File: config.mk
export PLATFORM = sky130hd
export DESIGN_NAME = qbus_cycle_flat
export DESIGN_NICKNAME = d
export VERILOG_FILES = /design/src/rtl/qbus_cycle_if.sv /design/src/rtl/qbus_cycle.sv /design/src/flat_wrapper.sv
export SDC_FILE = /design/constraint.sdc
export NUM_CORES = 1
export LEC_CHECK = 0
export BUFFER_PORTS_ARGS = -buffer_cell sky130_fd_sc_hd__buf_4
export CORE_ASPECT_RATIO = 0.6
export CORE_MARGIN = 2
export CORE_UTILIZATION = 48
export DETAILED_ROUTE_END_ITERATION = 12
export PLACE_DENSITY = 0.76
export SLEW_MARGIN = 0
export SYNTH_ARGS = -nofsm -noshare
export SYNTH_HDL_FRONTEND = slang
export SYNTH_SLANG_ARGS = --single-unit
export TNS_END_PERCENT = 30
File: constraint.sdc
create_clock -name pin_clk -period 1.9 [get_ports pin_clk]
set_input_delay 0.38 -clock pin_clk [delete_from_list [all_inputs] [get_ports pin_clk]]
set_output_delay 0.38 -clock pin_clk [all_outputs]
set_load 0.02 [all_outputs]
File: src/rtl/qbus_cycle_if.sv
// rtl/qbus_cycle_if.sv - Q-bus cycle sequencer request/response and bus pin bundle
// All bus signals are active-high; the board's inverting pin drivers sit outside.
interface qbus_cycle_if #(
    parameter int ADDR_WIDTH = 22
);
    logic                   req_stb;
    logic [2:0]             req_op;
    logic [ADDR_WIDTH-1:0]  req_addr;
    logic                   req_bs;
    logic [15:0]            req_data;
    logic                   req_busy;
    logic                   done_stb;
    logic                   done_err;
    logic [15:0]            rd_data;
    logic [15:0]            bus_ad_out;
    logic [ADDR_WIDTH-17:0] bus_ah_out;
    logic                   bus_ad_oe;
    logic                   bus_bs;
    logic [15:0]            bus_ad_in;
    logic                   bus_sync;
    logic                   bus_din;
    logic                   bus_dout;
    logic                   bus_wtbt;
    logic                   bus_iako;
    logic                   bus_rply;

    modport master (
        input  req_stb, req_op, req_addr, req_bs, req_data, bus_ad_in, bus_rply,
        output req_busy, done_stb, done_err, rd_data,
        output bus_ad_out, bus_ah_out, bus_ad_oe, bus_bs,
        output bus_sync, bus_din, bus_dout, bus_wtbt, bus_iako
    );

    modport slave (
        output req_stb, req_op, req_addr, req_bs, req_data, bus_ad_in, bus_rply,
        input  req_busy, done_stb, done_err, rd_data,
        input  bus_ad_out, bus_ah_out, bus_ad_oe, bus_bs,
        input  bus_sync, bus_din, bus_dout, bus_wtbt, bus_iako
    );
endinterface

File: src/rtl/qbus_cycle.sv
// rtl/qbus_cycle.sv - Q-bus master cycle sequencer (DATI/DATO/DATOB/DATIO/DATIOB/IAKO)
// One request at a time; all outputs registered, RPLY double-synchronised.
module qbus_cycle #(
    parameter int ADDR_WIDTH = 22,
    parameter int TMO_WIDTH  = 6,
    parameter int SETUP      = 2
) (
    input  logic         pin_clk,
    input  logic         pin_rst,
    qbus_cycle_if.master q
);
    localparam logic [2:0] OP_DATI   = 3'd0;
    localparam logic [2:0] OP_DATO   = 3'd1;
    localparam logic [2:0] OP_DATOB  = 3'd2;
    localparam logic [2:0] OP_DATIO  = 3'd3;
    localparam logic [2:0] OP_DATIOB = 3'd4;
    localparam logic [2:0] OP_IAKO   = 3'd5;
    localparam logic [2:0] SETUP_CNT = 3'(SETUP);
    // Reaching all-ones is detected one count early so the strobe lasts exactly 2^N-1 clocks.
    localparam logic [TMO_WIDTH-1:0] TMO_LAST = {{(TMO_WIDTH-1){1'b1}}, 1'b0};

    typedef enum logic [3:0] {IDLE, ADR, SYN, RD, RDW, WS, WR, WRW, END} state_t;

    state_t                 state_q, state_d;
    logic [2:0]             scnt_q, scnt_d;
    logic [TMO_WIDTH-1:0]   tcnt_q, tcnt_d;
    logic [2:0]             op_q, op_d;
    logic [ADDR_WIDTH-1:0]  addr_q, addr_d;
    logic                   bs_q, bs_d;
    logic [15:0]            data_q, data_d;
    logic                   rply_m_q, rply_m_d;
    logic                   rply_s_q, rply_s_d;
    logic                   req_busy_q, req_busy_d;
    logic                   done_stb_q, done_stb_d;
    logic                   done_err_q, done_err_d;
    logic [15:0]            rd_data_q, rd_data_d;
    logic [15:0]            bus_ad_out_q, bus_ad_out_d;
    logic [ADDR_WIDTH-17:0] bus_ah_out_q, bus_ah_out_d;
    logic                   bus_ad_oe_q, bus_ad_oe_d;
    logic                   bus_bs_q, bus_bs_d;
    logic                   bus_sync_q, bus_sync_d;
    logic                   bus_din_q, bus_din_d;
    logic                   bus_dout_q, bus_dout_d;
    logic                   bus_wtbt_q, bus_wtbt_d;
    logic                   bus_iako_q, bus_iako_d;

    logic go_ws, fin, fin_err, tmo;
    logic is_byte, is_rmw;

    assign is_byte = (op_q == OP_DATOB) || (op_q == OP_DATIOB);
    assign is_rmw  = (op_q == OP_DATIO) || (op_q == OP_DATIOB);

    always_comb begin
        state_d      = state_q;
        scnt_d       = scnt_q;
        tcnt_d       = tcnt_q;
        op_d         = op_q;
        addr_d       = addr_q;
        bs_d         = bs_q;
        data_d       = data_q;
        rply_m_d     = q.bus_rply;
        rply_s_d     = rply_m_q;
        req_busy_d   = req_busy_q;
        done_stb_d   = 1'b0;
        done_err_d   = 1'b0;
        rd_data_d    = rd_data_q;
        bus_ad_out_d = bus_ad_out_q;
        bus_ah_out_d = bus_ah_out_q;
        bus_ad_oe_d  = bus_ad_oe_q;
        bus_bs_d     = bus_bs_q;
        bus_sync_d   = bus_sync_q;
        bus_din_d    = bus_din_q;
        bus_dout_d   = bus_dout_q;
        bus_wtbt_d   = bus_wtbt_q;
        bus_iako_d   = bus_iako_q;
        go_ws        = 1'b0;
        fin          = 1'b0;
        fin_err      = 1'b0;
        tmo          = 1'b0;

        unique case (state_q)
            IDLE, END: begin
                state_d = IDLE;
                if (q.req_stb) begin
                    state_d    = ADR;
                    scnt_d     = 3'd0;
                    op_d       = q.req_op;
                    addr_d     = q.req_addr;
                    bs_d       = q.req_bs;
                    data_d     = q.req_data;
                    req_busy_d = 1'b1;
                    rd_data_d  = 16'h0000;
                end
            end
            ADR: begin
                if (op_q > OP_IAKO) begin
                    fin     = 1'b1;
                    fin_err = 1'b1;
                end else if (op_q == OP_IAKO) begin
                    state_d   = RD;
                    bus_din_d = 1'b1;
                    tcnt_d    = '0;
                end else begin
                    bus_ad_oe_d  = 1'b1;
                    bus_ad_out_d = addr_q[15:0];
                    bus_ah_out_d = addr_q[ADDR_WIDTH-1:16];
                    bus_bs_d     = bs_q;
                    bus_wtbt_d   = (op_q != OP_DATI);
                    if (scnt_q == SETUP_CNT) begin
                        state_d    = SYN;
                        bus_sync_d = 1'b1;
                    end else begin
                        scnt_d = scnt_q + 3'd1;
                    end
                end
            end
            SYN: begin
                if (op_q == OP_DATO || op_q == OP_DATOB) begin
                    go_ws = 1'b1;
                end else begin
                    state_d     = RD;
                    bus_ad_oe_d = 1'b0;
                    bus_din_d   = 1'b1;
                    tcnt_d      = '0;
                end
            end
            RD: begin
                if (rply_s_q) begin
                    state_d    = RDW;
                    rd_data_d  = q.bus_ad_in;
                    bus_din_d  = 1'b0;
                    bus_iako_d = 1'b0;
                    tcnt_d     = '0;
                end else if (tcnt_q == TMO_LAST) begin
                    tmo = 1'b1;
                end else begin
                    tcnt_d     = tcnt_q + 1'b1;
                    bus_iako_d = (op_q == OP_IAKO);
                end
            end
            RDW: begin
                if (!rply_s_q) begin
                    if (is_rmw) go_ws = 1'b1;
                    else        fin   = 1'b1;
                end else if (tcnt_q == TMO_LAST) begin
                    tmo = 1'b1;
                end else begin
                    tcnt_d = tcnt_q + 1'b1;
                end
            end
            WS: begin
                if (scnt_q == SETUP_CNT) begin
                    state_d    = WR;
                    bus_dout_d = 1'b1;
                    tcnt_d     = '0;
                end else begin
                    scnt_d = scnt_q + 3'd1;
                end
            end
            WR: begin
                if (rply_s_q) begin
                    state_d    = WRW;
                    bus_dout_d = 1'b0;
                    tcnt_d     = '0;
                end else if (tcnt_q == TMO_LAST) begin
                    tmo = 1'b1;
                end else begin
                    tcnt_d = tcnt_q + 1'b1;
                end
            end
            WRW: begin
                if (!rply_s_q)               fin    = 1'b1;
                else if (tcnt_q == TMO_LAST) tmo    = 1'b1;
                else                         tcnt_d = tcnt_q + 1'b1;
            end
            default: state_d = IDLE;
        endcase

        // Data phase entry is shared by DATO/DATOB (from SYN) and the RMW ops (from RDW).
        if (go_ws) begin
            state_d      = WS;
            scnt_d       = 3'd1;
            bus_ad_oe_d  = 1'b1;
            bus_ad_out_d = data_q;
            bus_wtbt_d   = is_byte;
        end

        if (fin || tmo) begin
            state_d      = END;
            req_busy_d   = 1'b0;
            done_stb_d   = 1'b1;
            done_err_d   = fin_err | tmo;
            bus_ad_out_d = 16'h0000;
            bus_ah_out_d = '0;
            bus_ad_oe_d  = 1'b0;
            bus_bs_d     = 1'b0;
            bus_sync_d   = 1'b0;
            bus_din_d    = 1'b0;
            bus_dout_d   = 1'b0;
            bus_wtbt_d   = 1'b0;
            bus_iako_d   = 1'b0;
            if (tmo) rd_data_d = 16'h0000;
        end
    end

    always_ff @(posedge pin_clk) begin
        if (pin_rst) begin
            state_q      <= IDLE;
            scnt_q       <= 3'd0;
            tcnt_q       <= '0;
            op_q         <= 3'd0;
            addr_q       <= '0;
            bs_q         <= 1'b0;
            data_q       <= 16'h0000;
            rply_m_q     <= 1'b0;
            rply_s_q     <= 1'b0;
            req_busy_q   <= 1'b0;
            done_stb_q   <= 1'b0;
            done_err_q   <= 1'b0;
            rd_data_q    <= 16'h0000;
            bus_ad_out_q <= 16'h0000;
            bus_ah_out_q <= '0;
            bus_ad_oe_q  <= 1'b0;
            bus_bs_q     <= 1'b0;
            bus_sync_q   <= 1'b0;
            bus_din_q    <= 1'b0;
            bus_dout_q   <= 1'b0;
            bus_wtbt_q   <= 1'b0;
            bus_iako_q   <= 1'b0;
        end else begin
            state_q      <= state_d;
            scnt_q       <= scnt_d;
            tcnt_q       <= tcnt_d;
            op_q         <= op_d;
            addr_q       <= addr_d;
            bs_q         <= bs_d;
            data_q       <= data_d;
            rply_m_q     <= rply_m_d;
            rply_s_q     <= rply_s_d;
            req_busy_q   <= req_busy_d;
            done_stb_q   <= done_stb_d;
            done_err_q   <= done_err_d;
            rd_data_q    <= rd_data_d;
            bus_ad_out_q <= bus_ad_out_d;
            bus_ah_out_q <= bus_ah_out_d;
            bus_ad_oe_q  <= bus_ad_oe_d;
            bus_bs_q     <= bus_bs_d;
            bus_sync_q   <= bus_sync_d;
            bus_din_q    <= bus_din_d;
            bus_dout_q   <= bus_dout_d;
            bus_wtbt_q   <= bus_wtbt_d;
            bus_iako_q   <= bus_iako_d;
        end
    end

    assign q.req_busy   = req_busy_q;
    assign q.done_stb   = done_stb_q;
    assign q.done_err   = done_err_q;
    assign q.rd_data    = rd_data_q;
    assign q.bus_ad_out = bus_ad_out_q;
    assign q.bus_ah_out = bus_ah_out_q;
    assign q.bus_ad_oe  = bus_ad_oe_q;
    assign q.bus_bs     = bus_bs_q;
    assign q.bus_sync   = bus_sync_q;
    assign q.bus_din    = bus_din_q;
    assign q.bus_dout   = bus_dout_q;
    assign q.bus_wtbt   = bus_wtbt_q;
    assign q.bus_iako   = bus_iako_q;
endmodule

File: src/flat_wrapper.sv
// flat-port wrapper written by rule: the top's interface ports become plain ports
module qbus_cycle_flat 
#(
    parameter int ADDR_WIDTH = 22,
    parameter int TMO_WIDTH  = 6,
    parameter int SETUP      = 2
)
  (pin_clk, pin_rst, q_req_stb, q_req_op, q_req_addr, q_req_bs, q_req_data, q_bus_ad_in, q_bus_rply, q_req_busy, q_done_stb, q_done_err, q_rd_data, q_bus_ad_out, q_bus_ah_out, q_bus_ad_oe, q_bus_bs, q_bus_sync, q_bus_din, q_bus_dout, q_bus_wtbt, q_bus_iako);
  qbus_cycle_if #(.ADDR_WIDTH(ADDR_WIDTH)) q_i ();
  input  logic pin_clk;
  input  logic pin_rst;
  input wire logic [$bits(q_i.req_stb)-1:0] q_req_stb;
  input wire logic [$bits(q_i.req_op)-1:0] q_req_op;
  input wire logic [$bits(q_i.req_addr)-1:0] q_req_addr;
  input wire logic [$bits(q_i.req_bs)-1:0] q_req_bs;
  input wire logic [$bits(q_i.req_data)-1:0] q_req_data;
  input wire logic [$bits(q_i.bus_ad_in)-1:0] q_bus_ad_in;
  input wire logic [$bits(q_i.bus_rply)-1:0] q_bus_rply;
  output wire logic [$bits(q_i.req_busy)-1:0] q_req_busy;
  output wire logic [$bits(q_i.done_stb)-1:0] q_done_stb;
  output wire logic [$bits(q_i.done_err)-1:0] q_done_err;
  output wire logic [$bits(q_i.rd_data)-1:0] q_rd_data;
  output wire logic [$bits(q_i.bus_ad_out)-1:0] q_bus_ad_out;
  output wire logic [$bits(q_i.bus_ah_out)-1:0] q_bus_ah_out;
  output wire logic [$bits(q_i.bus_ad_oe)-1:0] q_bus_ad_oe;
  output wire logic [$bits(q_i.bus_bs)-1:0] q_bus_bs;
  output wire logic [$bits(q_i.bus_sync)-1:0] q_bus_sync;
  output wire logic [$bits(q_i.bus_din)-1:0] q_bus_din;
  output wire logic [$bits(q_i.bus_dout)-1:0] q_bus_dout;
  output wire logic [$bits(q_i.bus_wtbt)-1:0] q_bus_wtbt;
  output wire logic [$bits(q_i.bus_iako)-1:0] q_bus_iako;
  assign q_i.req_stb = q_req_stb;
  assign q_i.req_op = q_req_op;
  assign q_i.req_addr = q_req_addr;
  assign q_i.req_bs = q_req_bs;
  assign q_i.req_data = q_req_data;
  assign q_i.bus_ad_in = q_bus_ad_in;
  assign q_i.bus_rply = q_bus_rply;
  assign q_req_busy = q_i.req_busy;
  assign q_done_stb = q_i.done_stb;
  assign q_done_err = q_i.done_err;
  assign q_rd_data = q_i.rd_data;
  assign q_bus_ad_out = q_i.bus_ad_out;
  assign q_bus_ah_out = q_i.bus_ah_out;
  assign q_bus_ad_oe = q_i.bus_ad_oe;
  assign q_bus_bs = q_i.bus_bs;
  assign q_bus_sync = q_i.bus_sync;
  assign q_bus_din = q_i.bus_din;
  assign q_bus_dout = q_i.bus_dout;
  assign q_bus_wtbt = q_i.bus_wtbt;
  assign q_bus_iako = q_i.bus_iako;
  qbus_cycle #(.ADDR_WIDTH(ADDR_WIDTH), .TMO_WIDTH(TMO_WIDTH), .SETUP(SETUP)) u_core (.pin_clk(pin_clk), .pin_rst(pin_rst), .q(q_i));
endmodule
==> flow_summary_export.csv <==
group,metric,value,unit
finish,drive_above_1_share,39.1,%
synthesis,synth-main-ff-cell,"dfxtp_1",
global_routing,grt_max_degree,50,
job,max_cap_viol_count,0,
synthesis,synthXorXnorAreaFrac,0.572,%
critical_path,rr_endpoint,"u_core.q.bus_ad_out[6]",
synthesis,synthesis.nets,620,
global_routing,grt_pass1_wl,21800,microns
floorplan,die_y,79.8,microns
critical_path,cp-start-kind,"flip-flop",
sta,fin_crit,2.02,ns
status,outcome,"complete, but fails checks",
floorplan,num_rows,27,
placed_design,globalplace.congestion,0.928,
synthesis,synth_top_family_by_area,"simple AND/OR/NAND/NOR gates",
clocking,cts.htree.levels,3,
synthesis,ys_async_sr_fraction,0,%
synthesis,synth_seq_cells,105,
route,via_count,4707,
synthesis,syn_inst,556,
critical_path,critPathCaptureType,"flip-flop",
sta,slew_headroom,55.5,%
critical_path,rr_worst_depth,7,
sta,fmax,0.496,GHz
placed_design,dpl-instance-area,5910,sq um
critical_path,r2r-start,"u_core.op_q[1]",
synthesis,synthAdderAreaFrac,0.545,%
critical_path,critical_path_required,2.16,ns
floorplan,coreArea,9220,sq um
sta,fin_ws,-0.115,ns
power_and_ir_drop,ir_worst_vdd,0.569,mV
min_path,hold-path-cell-count,2,
sta,setup_viol,29,
synthesis,ys_seq_area_share,45.8,%
sta,rsz0062_at_grt,"yes",
sta,whs,0.256,ns
route,drtAntennaViolNets,0,
critical_path,cp_max_fo,7,
clocking,cts_tree,"yes",
placed_design,place_ws,-0.435,ns
synthesis,synth_edf_count,0,
route,routed_wl,14000,microns
route,viasPerCell,5.53,
synthesis,yosys_warnings,0,
finish,diodes,0,
synthesis,syn-mean-instance-area,8.26,sq um
synthesis,synthTopCellsByCount,"141 x nand2_1, 105 x dfxtp_1, 67 x a21oi_1",
clocking,clk_latency,0.35,ns
route,drtIter0Drc,359,
synthesis,synthSimpleGateAreaFrac,24.7,%
finish,area_growth,46.2,%
critical_path,critical_path_class,"reg2reg",
finish,final_nets,780,
power_and_ir_drop,leakagePower,2.78,nW
min_path,holdCritPathClass,"in2reg",
floorplan,pin_count,110,
finish,num-fill-cells,700,
status,failed_checks,"setup timing",
critical_path,r2r_slack,-0.12,ns
sta,fin_crit_sh,106,%
synthesis,synth_top_area_share,45.8,%
clocking,clkSlewWorstSetupHoldPaths,0.07,ns
floorplan,die-area,10400,sq um
sta,finalClockSkew,0.0102,ns
sta,maxSlewViolCount,0,
clocking,cts.sink_count,105,
clocking,cts_hold_buf,0,
synthesis,synth_area,4590,sq um
route,drc,0,
floorplan,die_w,130,microns
power_and_ir_drop,power_density,1090,nW/um^2
floorplan,initial_core_util,49.8,%
synthesis,synth_compound_area_share,21.9,%
route,drtPass1Iterations,5,
finish,stdcell_area,6710,sq um
placed_design,port_buffers,109,
global_routing,grt.total_usage,27.1,%
clocking,cts_root_buf,"clkbuf_16",
min_path,hold_end,"u_core.rply_m_q",
clocking,clock_path_buffers,2,
min_path,worstHoldStart,"q_bus_rply",
synthesis,synthMuxAreaShare,0.245,%
sta,worstMarginPinSlew,0.659,ns
synthesis,synth_area_leader_cell,"dfxtp_1",
critical_path,crit_arrival,2.28,ns
synthesis,synth_cell_types,56,
sta,tns,-1.51,ns
clocking,numCtsBuffers,9,
placed_design,dp_hpwl,9300,microns
global_routing,grt_pass1_vias,4369,
global_routing,antenna_found_initial,0,
global_routing,grt_overflow,0,
synthesis,yosys-top-cells-area,"dfxtp_1 46%, nand2_1 12%, a21oi_1 7.3%",
route,wire_per_inst,16.5,microns
synthesis,yosys.cell_count.top_type,"nand2_1",
sta,hold_viol,0,
## power breakdown
part	leakage (nW)	switching, mW	total [mW]	internal [mW]
logic	1.77	1.50	2.75	1.24
registers	0.858	0.210	2.69	2.48
clock network	0.151	0.844	1.91	1.07
## layout make-up
class	count	area (sq um)	area share [%]
Multi-Input combinational cell	399	2430	36.2
Tap cell	130	163	2.42
Sequential cell	105	2120	31.6
Clock inverter	5	61.3	0.913
Clock buffer	11	243	3.62
Timing Repair Buffer	192	1660	24.8
Inverter	9	33.8	0.503
## placed cells by master, fill, tap and decap left out, types with 9 or more instances in the layout
| cell | synthesis | routed |
|---|---|---|
| nand3_1 | 11 | 10 |
| a22oi_1 | 18 | 17 |
| a21oi_2 | 0 | 11 |
| inv_1 | 9 | 9 |
| clkbuf_16 | 0 | 12 |
| buf_6 | 8 | 11 |
| nand2_1 | 141 | 139 |
| a311oi_2 | 16 | 17 |
| buf_4 | 4 | 168 |
| dfxtp_1 | 105 | 98 |
| a21oi_1 | 67 | 56 |
| nor2_1 | 61 | 53 |
## worst max path at each step
stage               slack [ns]  depth (start not counted)               from                endpoint
global placement         -0.28                          6  u_core.state_q[0]  u_core.q.bus_ad_out[5]
global route             -0.15                          7  u_core.state_q[0]  u_core.q.bus_ad_out[6]
finish                   -0.12                          7     u_core.op_q[1]  u_core.q.bus_ad_out[6]
CTS                       -0.1                          7  u_core.state_q[0]  u_core.q.bus_ad_out[6]
floorplan                 0.08                          6  u_core.state_q[1]  u_core.q.bus_ad_out[0]
detailed placement       -0.44                          6  u_core.state_q[0]  u_core.q.bus_ad_out[5]
## flip-flops by register name, summed over array words and instances (netlist names), 3 cells and up
name,cells
u_core.scnt_q,3
u_core.op_q,3
u_core.q.bus_ad_out,16
u_core.addr_q,22
u_core.tcnt_q,6
u_core.q.rd_data,16
u_core.q.bus_ah_out,6
u_core.state_q,4
u_core.data_q,16
## stage by stage
stage	power, mW	utilization, %	instances
4_1_cts	7.11	70.5	845
3_5_place_dp	5.00	64.1	816
6_report	7.34	72.8	851
5_1_grt	7.70	72.8	851
3_3_place_gp	4.95	64.1	816
2_1_floorplan	4.00	-	556
## routing by layer
metal / track usage (%) / routed length [microns]
met5: 0 / 0
met4: 7.20 / 189
met3: 6.57 / 1020
met2: 40.9 / 6280
met1: 38.6 / 6530
## worst max-delay path: stages (launching register included)
cell	delay (ns)
dfxtp_2	0.35
buf_6	0.12
o21a_1	0.20
nor2_2	0.15
o31ai_4	0.07
a2111o_2	0.58
buf_6	0.20
a311oi_2	0.25
## cells by family (layout without fill, tap and decap cells)
family,count (synthesis),after routing
buffers and inverters,53,217
AO/OA/AOI/OAI,141,142
AND/OR/NAND/NOR,251,251
flip-flops,105,105
multiplexers,1,1
adder cells (fa/ha/maj),2,2
XOR/XNOR,3,3
## repair_timing
item                       in CTS  in global routing
setup endpoints to repair      58                 58
resized for setup              39                 32
gates cloned                    3                  2
pin swaps                      15                  8
buffers inserted               12                  4
(Power assumes the default switching activity.)
